===== config.mk =====
export PLATFORM = sky130hd
export DESIGN_NAME = ifetch_flat
export DESIGN_NICKNAME = d
export VERILOG_FILES = /design/src/rtl/ifetch_if.sv /design/src/rtl/ifetch.sv /design/src/flat_wrapper.sv
export SDC_FILE = /design/constraint.sdc
export NUM_CORES = 1
export LEC_CHECK = 0
export CORE_MARGIN = 4
export CORE_UTILIZATION = 40
export CTS_CLUSTER_SIZE = 25
export DETAILED_ROUTE_END_ITERATION = 10
export HOLD_SLACK_MARGIN = 0.12
export PLACE_DENSITY_LB_ADDON = 0.2
export SYNTH_ARGS = -nofsm -noshare
export SYNTH_HDL_FRONTEND = slang
export SYNTH_SLANG_ARGS = --single-unit

===== constraint.sdc =====
create_clock -name clk -period 6.2 [get_ports clk]
set_input_delay 1.86 -clock clk [delete_from_list [all_inputs] [get_ports clk]]
set_output_delay 1.86 -clock clk [all_outputs]
set_load 0.02 [all_outputs]

===== src/rtl/ifetch_if.sv =====
// ifetch_if: bundles the instruction-memory bus (req/gnt/rvalid), the
// redirect/stall controls and the decode-facing outputs of the fetch stage.
// The master modport is the fetch stage; the slave modport is its
// surroundings (instruction memory, execute and decode).
interface ifetch_if;
    // instruction memory bus
    logic        imem_req_o;
    logic [31:0] imem_addr_o;
    logic        imem_gnt_i;
    logic        imem_rvalid_i;
    logic [31:0] imem_rdata_i;
    // control-flow redirect from execute
    logic        redirect_i;
    logic [31:0] redirect_addr_i;
    // decode side
    logic        stall_i;
    logic [31:0] inst_o;
    logic [31:0] inst_addr_o;
    logic        inst_valid_o;

    modport master (
        output imem_req_o, imem_addr_o, inst_o, inst_addr_o, inst_valid_o,
        input  imem_gnt_i, imem_rvalid_i, imem_rdata_i,
        input  redirect_i, redirect_addr_i, stall_i
    );

    modport slave (
        input  imem_req_o, imem_addr_o, inst_o, inst_addr_o, inst_valid_o,
        output imem_gnt_i, imem_rvalid_i, imem_rdata_i,
        output redirect_i, redirect_addr_i, stall_i
    );
endinterface


===== src/rtl/ifetch.sv =====
// ifetch: instruction fetch stage. Holds the PC, issues word requests to
// instruction memory under a credit limit, buffers in-order responses in a
// small FIFO and presents inst/inst_addr/valid to decode. Redirects flush the
// buffer and mark in-flight responses as stale so they are dropped on return.
// Optional build macro IFETCH_PERF_EN adds fetch/stall performance counters.
//
// Handshakes:
//   memory  - a request transfers on a cycle with imem_req_o && imem_gnt_i;
//             req may drop without a grant and the address need not be held.
//             Responses return in order on imem_rvalid_i, at least one cycle
//             after their grant, and are never back-pressured.
//   decode  - an instruction transfers on a cycle with inst_valid_o && !stall_i;
//             while stalled the outputs hold. A redirect flushes the buffer in
//             the same edge regardless of stall_i.
module ifetch #(
    parameter logic [31:0] RESET_PC   = 32'h0000_0000,
    parameter int          FIFO_DEPTH = 2,
    parameter logic [31:0] NOP_INST   = 32'h0000_0013
) (
    input  logic        clk,
    input  logic        rst,
    ifetch_if.master    bus
`ifdef IFETCH_PERF_EN
    ,
    output logic [31:0] perf_fetch_cnt_o,
    output logic [31:0] perf_stall_cnt_o
`endif
);

    localparam int PTR_W = $clog2(FIFO_DEPTH);
    localparam int CNT_W = PTR_W + 1;
    localparam logic [CNT_W:0] DEPTH_W = (CNT_W + 1)'(FIFO_DEPTH);

    logic [31:0]      pc;
    logic [CNT_W-1:0] outstanding;
    logic [CNT_W-1:0] discard;

    // address queue: one entry per granted request, retired per response
    logic [31:0]      aq_mem [FIFO_DEPTH];
    logic [PTR_W-1:0] aq_wr;
    logic [PTR_W-1:0] aq_rd;

    // fetch buffer: {data, addr} of accepted responses
    logic [31:0]      fq_data [FIFO_DEPTH];
    logic [31:0]      fq_addr [FIFO_DEPTH];
    logic [PTR_W-1:0] fq_wr;
    logic [PTR_W-1:0] fq_rd;
    logic [CNT_W-1:0] fifo_count;

    logic [CNT_W:0]   credit_sum;
    logic             req;
    logic             grant;
    logic             rsp;
    logic             push;
    logic             pop;
    logic             valid;
    logic [31:0]      redirect_pc;
    logic             unused_addr_bits;

    // low address bits of a redirect target are architecturally ignored
    assign unused_addr_bits = ^bus.redirect_addr_i[1:0];
    assign redirect_pc      = {bus.redirect_addr_i[31:2], 2'b00};

    // credits cover both buffered words and requests still in flight
    assign credit_sum = {1'b0, outstanding} + {1'b0, fifo_count};
    assign req        = !rst && !bus.redirect_i && (credit_sum < DEPTH_W);
    assign grant      = req && bus.imem_gnt_i;
    assign rsp        = bus.imem_rvalid_i;
    // stale words (pending discard) and words landing on a redirect are dropped
    assign push       = rsp && !bus.redirect_i && (discard == '0);
    assign valid      = (fifo_count != '0);
    assign pop        = valid && !bus.stall_i;

    assign bus.imem_req_o   = req;
    assign bus.imem_addr_o  = pc;
    assign bus.inst_valid_o = valid;
    assign bus.inst_o       = valid ? fq_data[fq_rd] : NOP_INST;
    assign bus.inst_addr_o  = valid ? fq_addr[fq_rd] : 32'h0;

    // PC, in-flight request count and stale-response count
    always_ff @(posedge clk or posedge rst) begin
        if (rst) begin
            pc          <= RESET_PC;
            outstanding <= '0;
            discard     <= '0;
        end else if (bus.redirect_i) begin
            pc          <= redirect_pc;
            outstanding <= outstanding - CNT_W'(rsp);
            discard     <= outstanding - CNT_W'(rsp);
        end else begin
            if (grant) begin
                pc <= pc + 32'd4;
            end
            outstanding <= outstanding + CNT_W'(grant) - CNT_W'(rsp);
            if (rsp && (discard != '0)) begin
                discard <= discard - CNT_W'(1);
            end
        end
    end

    // address queue pointers: push on grant, retire on every response
    always_ff @(posedge clk or posedge rst) begin
        if (rst) begin
            aq_wr <= '0;
            aq_rd <= '0;
        end else begin
            if (grant) begin
                aq_wr <= aq_wr + PTR_W'(1);
            end
            if (rsp) begin
                aq_rd <= aq_rd + PTR_W'(1);
            end
        end
    end

    // address queue storage
    always_ff @(posedge clk) begin
        if (grant) begin
            aq_mem[aq_wr] <= pc;
        end
    end

    // fetch buffer pointers and occupancy; a redirect empties the buffer
    always_ff @(posedge clk or posedge rst) begin
        if (rst) begin
            fq_wr      <= '0;
            fq_rd      <= '0;
            fifo_count <= '0;
        end else if (bus.redirect_i) begin
            fq_wr      <= '0;
            fq_rd      <= '0;
            fifo_count <= '0;
        end else begin
            if (push) begin
                fq_wr <= fq_wr + PTR_W'(1);
            end
            if (pop) begin
                fq_rd <= fq_rd + PTR_W'(1);
            end
            fifo_count <= fifo_count + CNT_W'(push) - CNT_W'(pop);
        end
    end

    // fetch buffer storage
    always_ff @(posedge clk) begin
        if (push) begin
            fq_data[fq_wr] <= bus.imem_rdata_i;
            fq_addr[fq_wr] <= aq_mem[aq_rd];
        end
    end

`ifdef IFETCH_PERF_EN
    // delivered-instruction and decode-stall counters, free-running with wrap
    always_ff @(posedge clk or posedge rst) begin
        if (rst) begin
            perf_fetch_cnt_o <= 32'h0;
            perf_stall_cnt_o <= 32'h0;
        end else begin
            if (pop) begin
                perf_fetch_cnt_o <= perf_fetch_cnt_o + 32'd1;
            end
            if (bus.stall_i && valid) begin
                perf_stall_cnt_o <= perf_stall_cnt_o + 32'd1;
            end
        end
    end
`endif

endmodule


===== src/flat_wrapper.sv =====
// flat-port wrapper written by rule: the top's interface ports become plain ports
module ifetch_flat 
#(
    parameter logic [31:0] RESET_PC   = 32'h0000_0000,
    parameter int          FIFO_DEPTH = 2,
    parameter logic [31:0] NOP_INST   = 32'h0000_0013
)
  (clk, rst, bus_imem_req_o, bus_imem_addr_o, bus_inst_o, bus_inst_addr_o, bus_inst_valid_o, bus_imem_gnt_i, bus_imem_rvalid_i, bus_imem_rdata_i, bus_redirect_i, bus_redirect_addr_i, bus_stall_i);
  ifetch_if bus_i ();
  input  logic clk;
  input  logic rst;
  output wire logic [$bits(bus_i.imem_req_o)-1:0] bus_imem_req_o;
  output wire logic [$bits(bus_i.imem_addr_o)-1:0] bus_imem_addr_o;
  output wire logic [$bits(bus_i.inst_o)-1:0] bus_inst_o;
  output wire logic [$bits(bus_i.inst_addr_o)-1:0] bus_inst_addr_o;
  output wire logic [$bits(bus_i.inst_valid_o)-1:0] bus_inst_valid_o;
  input wire logic [$bits(bus_i.imem_gnt_i)-1:0] bus_imem_gnt_i;
  input wire logic [$bits(bus_i.imem_rvalid_i)-1:0] bus_imem_rvalid_i;
  input wire logic [$bits(bus_i.imem_rdata_i)-1:0] bus_imem_rdata_i;
  input wire logic [$bits(bus_i.redirect_i)-1:0] bus_redirect_i;
  input wire logic [$bits(bus_i.redirect_addr_i)-1:0] bus_redirect_addr_i;
  input wire logic [$bits(bus_i.stall_i)-1:0] bus_stall_i;
  assign bus_imem_req_o = bus_i.imem_req_o;
  assign bus_imem_addr_o = bus_i.imem_addr_o;
  assign bus_inst_o = bus_i.inst_o;
  assign bus_inst_addr_o = bus_i.inst_addr_o;
  assign bus_inst_valid_o = bus_i.inst_valid_o;
  assign bus_i.imem_gnt_i = bus_imem_gnt_i;
  assign bus_i.imem_rvalid_i = bus_imem_rvalid_i;
  assign bus_i.imem_rdata_i = bus_imem_rdata_i;
  assign bus_i.redirect_i = bus_redirect_i;
  assign bus_i.redirect_addr_i = bus_redirect_addr_i;
  assign bus_i.stall_i = bus_stall_i;
  ifetch #(.RESET_PC(RESET_PC), .FIFO_DEPTH(FIFO_DEPTH), .NOP_INST(NOP_INST)) u_core (.clk(clk), .rst(rst), .bus(bus_i));
endmodule

* Yosys cells after proc, flatten, opt, wreduce, memory -nomap -nowiden
Memories as Yosys holds them, arrays and structs flattened.
Cells that the tools add are included.
** Cells by class
- $add $sub $neg :: 12
- $lt $le $gt $ge :: 1
- Multiplexer cells :: 16
- Reduce and logical (&&, ||, !) cells :: 17
** Operators by type and width (count)
- $mux W32 :: 4
- $add A32 B3 Y32 const B :: 1
- $reduce_bool A2 Y1 :: 6
- $mux W1 :: 8
- $mux W2 :: 4
- $logic_and A1 B1 Y1 :: 7
- $sub A2 B1 Y2 :: 3
- $add A1 B1 Y1 const B :: 4
- $add A2 B1 Y2 :: 2
- $add A2 B2 Y3 :: 1
- $logic_not A1 Y1 :: 3
- $lt A3 B2 Y1 const B :: 1
- $logic_not A2 Y1 :: 1
- $sub A2 B1 Y2 const B :: 1
** Storage, ports and cells
- Register bits :: 42
- RAM bits :: 192
- Input bits :: 70
- Output and inout port bits :: 98
- Logic and storage cells :: 57
- Memories :: 3
** Memories
- u_core.aq_mem :: depth 2, bits a word 32, read ports 1, clocked after memory_dff 0, write ports 1, RTL line ifetch.sv:39 : logic [31:0] aq_mem [FIFO_DEPTH];
- u_core.fq_addr :: depth 2, bits a word 32, read ports 1, clocked after memory_dff 0, write ports 1, RTL line ifetch.sv:45 : logic [31:0] fq_addr [FIFO_DEPTH];
- u_core.fq_data :: depth 2, bits a word 32, read ports 1, clocked after memory_dff 0, write ports 1, RTL line ifetch.sv:44 : logic [31:0] fq_data [FIFO_DEPTH];

* Logic depth before layout (Yosys ltp)
Gate-level depths: netlist (run 1).
- Word-level depth :: 7
- Mapped depth :: 9
- Depth with buffers taken out :: 9

* Worst setup path before layout (run 1)
Ideal clock, no wire load.
- Path type :: input-to-reg
- Start point :: input bus_redirect_i
- End point :: memory u_core.fq_addr[0][10] (enable)
- Setup time :: 558 ps
- Arrival time :: 6555 ps
- Required time :: 5642 ps
- Slack :: -913 ps
- Stages :: 3
- Buffers on the path :: 2
- Cells stage by stage :: clkbuf_1 clkbuf_1 nor3_1
** On the way
- Cells in the longest elaborated chain, start to end :: 5
** RTL lines
- start, declared :: RTL line flat_wrapper.sv:20 : input wire logic [$bits(bus_i.redirect_i)-1:0] bus_redirect_i;
- $logic_not A1 Y1 :: RTL line ifetch.sv:70 : assign push = rsp && !bus.redirect_i && (discard == '0);
- $logic_and A1 B1 Y1 (2 in a row) :: RTL line ifetch.sv:70
- $mux W1 :: RTL line ifetch.sv:146 : if (push) begin
- $mux W1 (implied by the code) :: RTL line ifetch.sv:148 : fq_addr[fq_wr] <= aq_mem[aq_rd];
- end, declared :: RTL line ifetch.sv:45
Every way passes these cells.

* Final worst setup path (run 1)
- Start point :: input rst
- End point :: output bus_imem_req_o
** On the way
- Cells in the longest elaborated chain, start to end :: 3
** RTL lines
- start, declared :: RTL line flat_wrapper.sv:11 : input logic rst;
- $logic_not A1 Y1 :: RTL line ifetch.sv:66 : assign req = !rst && !bus.redirect_i && (credit_sum < DEPTH_W);
- $logic_and A1 B1 Y1 (2 in a row) :: RTL line ifetch.sv:66
- end, declared :: RTL line flat_wrapper.sv:12 : output wire logic [$bits(bus_i.imem_req_o)-1:0] bus_imem_req_o;
Every way passes these cells.

==> results.md, run 1 <==
- Status: completed
- First-pass GRT wire length: 32.1 mm
- Max VDD drop: 185 uV
- Post-DP Area: 11200 um^2
- Pin count of the biggest net entering global routing: 64
- Std cell rows: 55
- # resized after CTS: 0
- Slew HR: 22.5%
- Pre-antenna DRT Iters: 4
- Root Buffer: clkbuf_16
- Final Cell Area: 12000 um^2
- Final setup violation count: 0
- TritonCTS clock tree: built
- Tightest Pin Transition: 1.16 ns
- Design Power: 4.81 mW
- Mapped Area: 9230 um^2
- RSZ-0062 raised after global routing: false
- Vias in the first global route: 6082
- HPWL Detailed: 13.2 mm
- Setup crit end kind: output pin
- Layout fillers: 1880
- Antenna violations before repair: 0
- Final cycle utilization of the critical path: 83.5%
- GRT Total Usage: 15.4%
- ANT nets after route: 0
- Crit path DAT: 3.32 ns
- Pwr dens: 401 nW/um^2
- Later-pin clock latency in the skew report: 0.50 ns
- FF+latch area: 6530 um^2
- EDFF count, synth: 184
- Final slew viol count: 0
- Hold Crit Class: register to register
- PortBufs: 161
- P_leak: 4.05 nW
- Synth cell types: 42
- DRT iter0 DRCs: 266
- Core ar.: 22600 um^2
- Critical path startpoint category: input port
- Period minus WS final: 5.18 ns
- Max Cap Violations: 0
- Cells after Synth: 636
- Critical Setup Path Class: input port to output pin
- DIE HEIGHT: 160 um
- Area of the multi-input gates: 2530 um^2
- TNS Setup: 0 ns
- Num CTS Buffers: 24
- Avg Vias per Cell: 5.19
- Clock-pin transition on the worst setup and hold timing paths: 0.06 ns
- Synthesis Warnings: 0
- Share of layout cells above drive strength 1: 10.6%
- Die width: 160 um
- Async set or reset register ratio after synthesis: 17.9%
- Syn avg cell area: 14.5 um^2
- Most common flop cell mapped by yosys: edfxtp_1
- Clock tree sinks: 224
- Die area: 25600 um^2
- Critical path peak fanout: 4
- Final nets: 882
- Antenna cells: 0
- Seq/Total Area, Yosys: 70.7%
- Ports: 168
- Fmax: 0.193 GHz
- DRC errors left: 0
- Post-CTS setup buffer count: 0
- Synth Register Bits: 224
- Critical path required time: 4.34 ns
- Initial Utilization: 40.8%
- Routed wire per std cell: 18.1 um
- Clk_skew: 0.00723 ns
- Routed WL: 20.0 mm
- Cts hold-fix bufs: 0
- H-tree levels: 1
- Via count: 5746
- Total global routing overflow: 0
- Routability cong.: 0.861
- Final Hold Violating Endpoints: 0
- Area delta synth->final: 30.0%
- CTS max path bufs: 3
## synth_stat cells, types with 3 or more instances
cell,n,share of area [%]
nand4_1,12,0.81
buf_1,5,0.20
mux2i_1,63,6.8
ha_1,6,0.81
o31ai_1,11,0.90
o21ai_0,15,0.81
nand2_1,32,1.3
a31oi_1,16,1.1
and3_1,5,0.34
inv_1,17,0.69
buf_4,4,0.33
o311ai_0,3,0.28
nor2_1,86,3.5
clkbuf_1,21,0.85
or3_1,7,0.47
nand3_1,10,0.54
mux2_2,30,3.7
nor3_1,3,0.16
edfxtp_1,184,60
and4_1,5,0.47
xnor2_1,11,1.0
or4_1,13,1.1
and2_1,3,0.20
nor4_1,4,0.27
dfrtp_1,40,11
nor2b_1,4,0.27
xor2_1,5,0.47
o211ai_1,4,0.33
## state kept, by name, indices dropped and copies added, names as in the netlist
signal,count
u_core.fq_addr,60
u_core.bus.imem_addr_o,30
u_core.aq_mem,60
u_core.discard,2
u_core.aq_wr,1
u_core.aq_rd,1
u_core.fifo_count,2
u_core.fq_wr,1
u_core.fq_rd,1
u_core.fq_data,64
u_core.outstanding,2
## path summary, 6_finish.rpt
| path | start | endpoint | slack [ns] | cells past startpoint |
|---|---|---|---|---|
| worst max-delay path | rst | bus_imem_req_o | 1.02 | 3 |
| worst min-delay path | u_core.aq_wr | u_core.aq_wr | 0.52 | 1 |
| worst max register to register | u_core.fifo_count[0] | u_core.bus.imem_addr_o[21] | 3.02 | 7 |
| worst min register to register | u_core.aq_wr | u_core.aq_wr | 0.52 | 1 |
| max in group asynchronous | rst | u_core.fq_rd | 3.89 | 3 |
| min in group asynchronous | rst | u_core.bus.imem_addr_o[3] | 1.90 | 3 |
## cells by family (layout without fill, tap and decap cells)
group / Yosys count / in the layout / synth area share [%]
compound gates: 55 / 55 / 3.89
xor+xnor: 16 / 16 / 1.52
fa+ha+maj: 7 / 7 / 1.03
buf+inv: 49 / 233 / 2.18
flops: 224 / 224 / 70.7
mux: 93 / 93 / 10.5
other cells: 1 / 4 / 0.0406
simple gates: 191 / 191 / 10.1
## metrics by stage
step / utilization [%] / instances / hold WS [ns] / setup slack [ns]
after detailed placement: 49.4 / 1064 / 0.512 / 1.04
after floorplan: - / 639 / 0.460 / 1.03
final: 53.0 / 1108 / 0.516 / 1.02
after global routing: 53.0 / 1108 / 0.535 / 0.986
after CTS: 53.0 / 1108 / 0.519 / 1.02
after global placement: 49.4 / 1064 / 0.493 / 1.05
## cell usage in the layout, fill, tap and decap left out, drive strengths merged, types with 13 or more instances in the layout
| master | netlist | routed |
|---|---|---|
| inv | 17 | 17 |
| o21ai | 15 | 15 |
| a31oi | 16 | 16 |
| mux2 | 30 | 30 |
| clkdlybuf4s50 | 0 | 161 |
| dfrtp | 40 | 40 |
| nand2 | 32 | 32 |
| clkinv | 0 | 13 |
| or4 | 13 | 13 |
| mux2i | 63 | 63 |
| clkbuf | 21 | 27 |
| nor2 | 86 | 86 |
| edfxtp | 184 | 184 |
## critical path, stage by stage
cell             delay [ns]
clkdlybuf4s50_1        0.47
nor4_1                 0.32
clkdlybuf4s50_1        0.66
## layout make-up
class                           instances  area share [%]
Sequential cell                       224            54.4
Clock inverter                         17            1.56
Multi-Input combinational cell        366            21.1
Tap cell                              285            2.97
Timing Repair Buffer                  172            14.1
Inverter                               17           0.532
Clock buffer                           27            5.28
## report_power, final
group	leakage, nW	internal (mW)	switching, mW
clock network	0.409	0.900	0.551
logic	1.51	0.649	0.745
registers	2.13	1.81	0.155
## per-layer routing
layer,vias up,share of wire [%],GRT usage [%]
li1,2728,-,-
met1,2752,45,20.5
met2,236,47,25.8
met3,30,6.4,3.15
met4,0,1.8,4.46
met5,-,0,0
Note: power is estimated with default switching activity, not from simulation.
==> inputs of run 2 (changes only) <==
Clock period 6.2 ns to 5.21 ns, I/O delays scaled along.
==> run 2 against run 1 <==
  * Die area is the same
  * Wire length down 1.4%
  * Via count grew 0.97%
  * Combinational power up 22%
  * Total power increased by 16%
  * Sequential share of layout area is 0.22 points higher
  * Non-clock buffer count increased by 1
  * Core utilization shrank 0.22 points
  * Largest cell class unchanged
  * Highest routed layer unchanged
==> results.md, run 2 (synthesized netlist as in run 1, its figures left out) <==
- Fmax: 0.221 GHz
- Slew HR: 40.9%
- Share of layout cells above drive strength 1: 9.71%
- DIE HEIGHT: 160 um
- Via count: 5802
- CTS max path bufs: 3
- GRT Total Usage: 15.2%
- Initial Utilization: 40.8%
- DRT iter0 DRCs: 310
- Hold Crit Class: register to register
- CP max stage cell: clkdlybuf4s50_1
- Vias in the first global route: 5946
- Max Cap Violations: 0
- Critical path startpoint category: input port
- Worst Setup EP: bus_imem_req_o
- Final setup violation count: 0
- Dpl cells: 1065
- Worst reg2reg setup slack: 2.07 ns
- Final Hold Violating Endpoints: 0
- Area delta synth->final: 29.5%
- P_leak: 4.01 nW
- Most frequent cells in the layout: edfxtp_1, clkdlybuf4s50_1, nor2_1
- Family with the most delay on the worst path: buffers and inverters
- Routed wire per std cell: 17.8 um
- ANT nets after route: 0
- Root Buffer: clkbuf_16
- Pre-antenna DRT Iters: 5
- HPWL Detailed: 13.2 mm
- Num CTS Buffers: 24
- Die area: 25600 um^2
- Die width: 160 um
- PortBufs: 161
- Period minus WS final: 4.53 ns
- Std cell rows: 55
- Reg2reg end: u_core.bus.imem_addr_o[21]
- Critical path required time: 3.65 ns
- R2R Path Start: u_core.fifo_count[0]
- Routed WL: 19.7 mm
- Antenna violations before repair: 0
- Antenna cells: 0
- Avg Vias per Cell: 5.23
- Top Registers: u_core.fq_data: 64 flops, u_core.aq_mem: 60 flops, u_core.fq_addr: 60 flops
- Final core occ: 52.8%
- Final nets: 883
- Cts hold-fix bufs: 0
- Critical-path cell list: clkdlybuf4s50_1, nor4_1, clkdlybuf4s50_1
- DRC errors left: 0
- Final cell count without fillers: 1109
- Crit path DAT: 2.97 ns
- Clock tree sinks: 224
- Bufs and invs on worst path: 2
- Core ar.: 22600 um^2
- RSZ-0062 raised after global routing: false
- Routability cong.: 0.859
- Later-pin clock latency in the skew report: 0.50 ns
- Max incr delay on CP: 0.65 ns
- Commonest non-fill, non-tap cell in the layout: edfxtp_1
- Layout fillers: 1887
- Stages on the worst setup path: 3
- Status: completed
- H-tree levels: 1
- Total global routing overflow: 0
- TritonCTS clock tree: built
- Critical Setup Path Class: input port to output pin
- # resized after CTS: 0
- Final slew viol count: 0
- Clock-pin transition on the worst setup and hold timing paths: 0.05 ns
- Critical path peak fanout: 4
- R2R depth: 7
- Final cycle utilization of the critical path: 86.9%
- Max VDD drop: 233 uV
- Clk_skew: 0.00892 ns
- Largest register by flop count: u_core.fq_data
- Max FFs per register: 64
- Setup crit end kind: output pin
- TNS Setup: 0 ns
- Ports: 168
- Pwr dens: 467 nW/um^2
- Pin count of the biggest net entering global routing: 63
- Critical Path Source: rst
- Tightest Pin Transition: 0.887 ns
- First-pass GRT wire length: 31.6 mm
- CP most frequent cell: clkdlybuf4s50_1
- Post-CTS setup buffer count: 0
==> run 2: cell types whose count changed in the layout (fill, tap and decap cells not counted), sizes merged <==
cell,before,now
bufinv,4,1
clkbuf,27,39
clkinv,13,3
buf,11,12
clkinvlp,0,1
==> run 2: metal layers <==
metal / up-vias / part of all wire [%] / GRT usage [%]
li1: 2727 / - / -
met1: 2808 / 45 / 21.1
met2: 239 / 46 / 24.9
met3: 28 / 6.9 / 3.10
met4: 0 / 1.7 / 3.75
met5: - / 0 / 0
==> run 2: metrics by stage <==
| stage | worst slack, ns | total power, mW | instance area (um^2) | hold WS [ns] |
|---|---|---|---|---|
| floorplan | 0.334 | 3.30 | 9240 | 0.460 |
| global placement | 0.659 | 4.03 | 11200 | 0.493 |
| detailed placement | 0.692 | 4.07 | 11200 | 0.503 |
| CTS | 0.671 | 5.66 | 11900 | 0.511 |
| global route | 0.643 | 5.88 | 11900 | 0.521 |
| finish | 0.680 | 5.58 | 11900 | 0.518 |
==> run 2: cell type report <==
class / instances / area, um^2 / area share [%]
well taps: 285 / 357 / 2.98
clock buffers: 39 / 688 / 5.76
repair buffers: 173 / 1730 / 14.5
inverters: 17 / 63.8 / 0.534
multi-input cells: 366 / 2530 / 21.2
flip-flops and latches: 224 / 6530 / 54.6
clock inverters: 5 / 51.3 / 0.429
==> run 2: where the power goes <==
| group | leakage [nW] | internal, mW | switching (mW) |
|---|---|---|---|
| sequential | 2.13 | 2.16 | 0.145 |
| clock | 0.354 | 0.949 | 0.627 |
| combinational | 1.52 | 0.779 | 0.919 |
| total | 4.01 | 3.89 | 1.69 |
==> run 2: worst min-delay path by stage <==
stage / slack, ns / startpoint / cells after the start / endpoint
6_report: 0.52 / u_core.aq_wr / 1 / u_core.aq_wr
5_1_grt: 0.52 / u_core.aq_wr / 1 / u_core.aq_wr
4_1_cts: 0.51 / u_core.aq_wr / 1 / u_core.aq_wr
3_5_place_dp: 0.50 / u_core.aq_wr / 1 / u_core.aq_wr
3_3_place_gp: 0.49 / u_core.aq_wr / 1 / u_core.aq_wr
2_1_floorplan: 0.46 / u_core.aq_wr / 1 / u_core.aq_wr
==> inputs of run 3 (changes only) <==
Settings changed: CAP_MARGIN set to 10, CELL_PAD_IN_SITES_DETAIL_PLACEMENT set to 0, CELL_PAD_IN_SITES_GLOBAL_PLACEMENT set to 1.
==> run 3 against run 2 <==
  * Sequential power is essentially flat
  * Wire length is essentially flat
  * Core utilization is essentially flat
  * Critical path depth is the same
  * Clock skew shrank 0.0012 ns
  * Sequential share of layout area is essentially flat
  * Count of clock-buffer cells in the layout shrank 8
  * Design area is essentially flat
  * Final cell count is essentially flat
  * Setup slack lost 0.046 ns
  * Largest cell class unchanged
  * Largest power group unchanged
  * Highest routed layer unchanged
==> results.md, run 3 (synthesized netlist as in run 1, its figures left out) <==
- Core ar.: 22600 um^2
- Most frequent cells in the layout: edfxtp_1, clkdlybuf4s50_1, nor2_1
- Largest register by flop count: u_core.fq_data
- Die area: 25600 um^2
- CTS max path bufs: 3
- Design Power: 5.58 mW
- Hold EP: u_core.aq_rd
- DIE HEIGHT: 160 um
- Final Hold Violating Endpoints: 0
- Later-pin clock latency in the skew report: 0.50 ns
- Avg Vias per Cell: 5.09
- Num CTS Buffers: 24
- Max FFs per register: 64
- Ports: 168
- Final setup violation count: 0
- Die width: 160 um
- HPWL Detailed: 13.3 mm
- Cts hold-fix bufs: 0
- ANT nets after route: 0
- Critical path required time: 3.65 ns
- Slew HR: 36.0%
- Fmax: 0.219 GHz
- Clk_skew: 0.00768 ns
- TNS Setup: 0 ns
- Clock Power Share: 28.0%
- Top Registers: u_core.fq_data: 64 flops, u_core.aq_mem: 60 flops, u_core.fq_addr: 60 flops
- Crit path DAT: 3.01 ns
- Via count: 5645
- Post-CTS setup buffer count: 0
- Pin count of the biggest net entering global routing: 63
- Status: completed
- Final Cell Area: 11900 um^2
- Sw frac: 30.6%
- Pwr dens: 467 nW/um^2
- Max Cap Violations: 0
- Pre-antenna DRT Iters: 4
- PortBufs: 161
- Initial Utilization: 40.8%
- H-tree levels: 1
- Final nets: 884
- Reg2reg end: u_core.bus.imem_addr_o[29]
- DRC errors left: 0
- Hold Crit Class: register to register
- TritonCTS clock tree: built
- Pint: 3.87 mW
- Clock tree sinks: 224
- Combinational share of power: 30.7%
- Critical path startpoint category: input port
- Antenna violations before repair: 0
- Area delta synth->final: 29.5%
- R2R depth: 7
- Routability cong.: 0.863
- First-pass GRT wire length: 31.7 mm
- Final cycle utilization of the critical path: 87.8%
- Critical Setup Path Class: input port to output pin
- Final slew viol count: 0
- Vias in the first global route: 5921
- Clock-pin transition on the worst setup and hold timing paths: 0.06 ns
- # resized after CTS: 0
- Routed WL: 19.7 mm
- Setup crit end kind: output pin
- Sw Pwr: 1.71 mW
- DRT iter0 DRCs: 255
- Total global routing overflow: 0
- Seq pwr share: 41.4%
- Critical path peak fanout: 2
- Period minus WS final: 4.58 ns
- GRT Total Usage: 15.1%
- Hold Path Depth: 1
- Commonest non-fill, non-tap cell in the layout: edfxtp_1
- Setup WS post-layout: 0.635 ns
- Share of layout cells above drive strength 1: 9.84%
- Worst reg2reg setup slack: 2.02 ns
- Std cell rows: 55
- P_leak: 4.01 nW
- Routed wire per std cell: 17.8 um
- Antenna cells: 0
- R2R Path Start: u_core.fifo_count[0]
- Tightest Pin Transition: 0.951 ns
- Max VDD drop: 184 uV
- HP Start: u_core.aq_rd
- RSZ-0062 raised after global routing: false
- Root Buffer: clkbuf_16
- Post-DP Area: 11200 um^2
- Post-place setup slack: 0.604 ns
## run 3: how the worst max path moves through the flow
stage	startpoint	end	slack [ns]	depth (start not counted)
after floorplan	bus_redirect_i	u_core.fq_addr[0][10]	0.33	3
after global placement	bus_redirect_i	bus_imem_req_o	0.56	3
after detailed placement	bus_redirect_i	bus_imem_req_o	0.60	3
after CTS	bus_redirect_i	bus_imem_req_o	0.60	3
after global routing	bus_redirect_i	bus_imem_req_o	0.48	3
final	bus_redirect_i	bus_imem_req_o	0.63	3
## run 3: critical path, cell delays in order
cell and delay, ns:
clkdlybuf4s50_1 0.49, nor4_1 0.30, clkdlybuf4s50_1 0.66
## run 3: final cells by class
type	instances	area [um^2]
fillers	1887	10700
flip-flops and latches	224	6530
multi-input cells	366	2530
repair buffers	174	1730
clock buffers	31	648
well taps	285	357
clock inverters	11	78.8
inverters	17	63.8
## run 3: stage by stage
step / instances / hold WS, ns / utilization [%]
finish: 1108 / 0.468 / 52.8
global route: 1108 / 0.504 / 52.8
CTS: 1108 / 0.471 / 52.8
detailed placement: 1066 / 0.459 / 49.5
global placement: 1066 / 0.461 / 49.5
floorplan: 639 / 0.460 / -
## run 3: power by group through the flow
| stage | Combinational, mW | Sequential [mW] | Clock, mW |
|---|---|---|---|
| after floorplan | 1.00 | 2.30 | 0 |
| after global placement | 1.71 | 2.34 | 0 |
| after detailed placement | 1.73 | 2.35 | 0 |
| after CTS | 1.74 | 2.31 | 1.60 |
| after global routing | 1.85 | 2.33 | 1.67 |
| final | 1.71 | 2.31 | 1.56 |
## run 3: per-layer routing
layer	part of all wire, %	track usage [%]
met1	47	21.5
met2	45	24.1
met3	5.8	2.99
met4	2.0	3.95
met5	0	0
==> edit: new RTL, config.mk and constraints of run 2 <==
`FIFO_DEPTH` is set to 2 in 2 places; all go to 8.
--- a/src/rtl/ifetch.sv
+++ b/src/rtl/ifetch.sv
@@ -15,5 +15,5 @@
 module ifetch #(
     parameter logic [31:0] RESET_PC   = 32'h0000_0000,
-    parameter int          FIFO_DEPTH = 2,
+    parameter int          FIFO_DEPTH = 8,
     parameter logic [31:0] NOP_INST   = 32'h0000_0013
 ) (
--- a/src/flat_wrapper.sv
+++ b/src/flat_wrapper.sv
@@ -3,5 +3,5 @@
 #(
     parameter logic [31:0] RESET_PC   = 32'h0000_0000,
-    parameter int          FIFO_DEPTH = 2,
+    parameter int          FIFO_DEPTH = 8,
     parameter logic [31:0] NOP_INST   = 32'h0000_0013
 )
Formal check against the unedited RTL: not equivalent (Yosys sat finds a counterexample within 4 cycles, from zero or initial values and one cycle with rst high).
==> edit against run 2 <==
  * Critical path depth up 2
  * Routed wire length increased to 3.3 times the old value
  * Clock power grew to 3.7 times the old value
  * Area after synthesis increased to 3.4 times the old value
  * Total power grew to 3.3 times the old value
  * Setup slack got worse by 0.34 ns
  * Sequential cell count up 566
  * Core utilization decreased by 4.4 points
  * Design area rose to 3.1 times the old value
  * Cell count increased to 2.6 times the old value
  * Critical path type is now reg -> out
==> edit: results (changes against run 2) <==
[sta] Worst Skew 0.0151 ns [was 0.00892 ns]
[logic_synthesis] post-synthesis share of cell area spent on full adders, half adders and majority gates 0.974% [was 1.03%]
[logic_synthesis] post-synthesis compound-gate area fraction 1.86% [was 3.89%]
[logic_synthesis] xor/xnor cell area share of the yosys netlist 0.451% [was 1.52%]
[layout] Fill cells 6276 [was 1887]
[pwr] maximum ir drop on the vdd rail 0.000272 V [was 0.000233 V]
[place] weighted congestion at the end of routability-driven global placement 0.770 [was 0.859]
[place] Post-DP Area 34300 sq um [was 11200 sq um]
[logic_synthesis] dominant cells by area after synthesis sky130_fd_sc_hd__edfxtp_1, sky130_fd_sc_hd__mux4_2, sky130_fd_sc_hd__dfrtp_1, sky130_fd_sc_hd__mux2i_1, sky130_fd_sc_hd__mux2_2 [was sky130_fd_sc_hd__edfxtp_1, sky130_fd_sc_hd__dfrtp_1, sky130_fd_sc_hd__mux2i_1, sky130_fd_sc_hd__mux2_2, sky130_fd_sc_hd__nor2_1]
[cts] H-tree Lvls 3 [was 1]
[detailed_routing] first-pass detailed-route iteration total 7 [was 5]
[grt] Total GRT Usage 16.1% [was 15.2%]
[critical_path] Largest stage delay, worst path 0.85 ns [was 0.65 ns]
[pwr] Sequential Power Share 44.3% [was 41.3%]
[pwr] combinational logic power 4.50 mW [was 1.70 mW]
[detailed_routing] average detailed-routed wire length per instance 23.2 microns [was 17.8 microns]
[pwr] Internal Power 13.2 mW [was 3.89 mW]
[layout] Regs by FF count u_core.fq_data (256), u_core.aq_mem (240), u_core.fq_addr (240) [was u_core.fq_data (64), u_core.aq_mem (60), u_core.fq_addr (60)]
[logic_synthesis] multiplexer share of the synthesized area 16.5% [was 10.5%]
[logic_synthesis] Post-synth top cells sky130_fd_sc_hd__edfxtp_1, sky130_fd_sc_hd__mux4_2, sky130_fd_sc_hd__nor2_1 [was sky130_fd_sc_hd__edfxtp_1, sky130_fd_sc_hd__nor2_1, sky130_fd_sc_hd__mux2i_1]
[status] status completed [unchanged]
[critical_path] cell with the biggest individual delay on the critical path sky130_fd_sc_hd__dfrtp_4 [was sky130_fd_sc_hd__clkdlybuf4s50_1]
[critical_path] crit-path max FO 33 [was 4]
[detailed_routing] via count 15000 [was 5802]
[place] Detailed Place HPWL 36.7 mm [was 13.2 mm]
[cts] CTS buffer count 85 [was 24]
[pwr] total power after layout 18.5 mW [was 5.58 mW]
[sta] Max-Slew Margin vs Limit 33.4% [was 40.9%]
[sta] Final Worst Setup Slack 0.342 ns [was 0.680 ns]
[grt] via count of the first global-routing pass 16100 [was 5946]
[logic_synthesis] EDFF count, synth 736 [was 184]
[layout] share of final-layout standard cells stronger than drive strength 1 23.1% [was 9.71%]
[logic_synthesis] ys async rst share 6.84% [was 17.9%]
[logic_synthesis] library cells used by synthesis 61 [was 42]
[pwr] P_leak 11.7 nW [was 4.01 nW]
[grt] wire length of the first global-routing pass 99.8 mm [was 31.6 mm]
==> edit: cell count changes in the layout (fill, tap and decap cells not counted), sizes merged, moves of 11 or more <==
| cell | before | now |
|---|---|---|
| clkinv | 3 | 27 |
| inv | 17 | 31 |
| or4 | 13 | 2 |
| o311ai | 3 | 14 |
| ha | 6 | 21 |
| nand2 | 32 | 58 |
| buf | 12 | 47 |
| mux4 | 0 | 184 |
| dfrtp | 40 | 54 |
| edfxtp | 184 | 736 |
| clkbuf | 39 | 121 |
==> edit: layer usage <==
metal	GRT usage, %	wire length (microns)
met5	0	0
met4	4.30	1280
met3	2.76	3000
met2	26.4	31900
met1	22.5	29400
==> edit: cell type report <==
class,instances,share of cell area (%)
clock inverter,37,0.896
inverter,26,0.264
sequential,790,63.5
tap,1030,3.48
timing repair buffer,207,5.65
multi-input combinational,619,19.9
clock buffer,121,6.39
==> edit: worst paths after layout <==
kind | end | start | cells past startpoint | slack (ns)
worst max-delay path | bus_inst_o[27] | u_core.fq_rd[0]$_DFFE_PP0P_ | 5 | 0.34
worst min-delay path | u_core.outstanding[3]$_DFF_PP0_ | u_core.outstanding[3]$_DFF_PP0_ | 1 | 0.52
worst max register to register | u_core.fifo_count[2]$_DFF_PP0_ | u_core.fifo_count[2]$_DFF_PP0_ | 11 | 2.23
worst min register to register | u_core.outstanding[3]$_DFF_PP0_ | u_core.outstanding[3]$_DFF_PP0_ | 1 | 0.52
max in group asynchronous | u_core.bus.imem_addr_o[25]$_DFFE_PP0P_ | rst | 3 | 2.98
min in group asynchronous | u_core.outstanding[2]$_DFF_PP0_ | rst | 2 | 1.36
==> edit: worst max-delay path, delay by kind of cell (launching register included) <==
kind          cells  cell delay, ns
buf+inv           2            1.01
simple gates      1            0.06
flops             1            0.85
mux               2            0.76
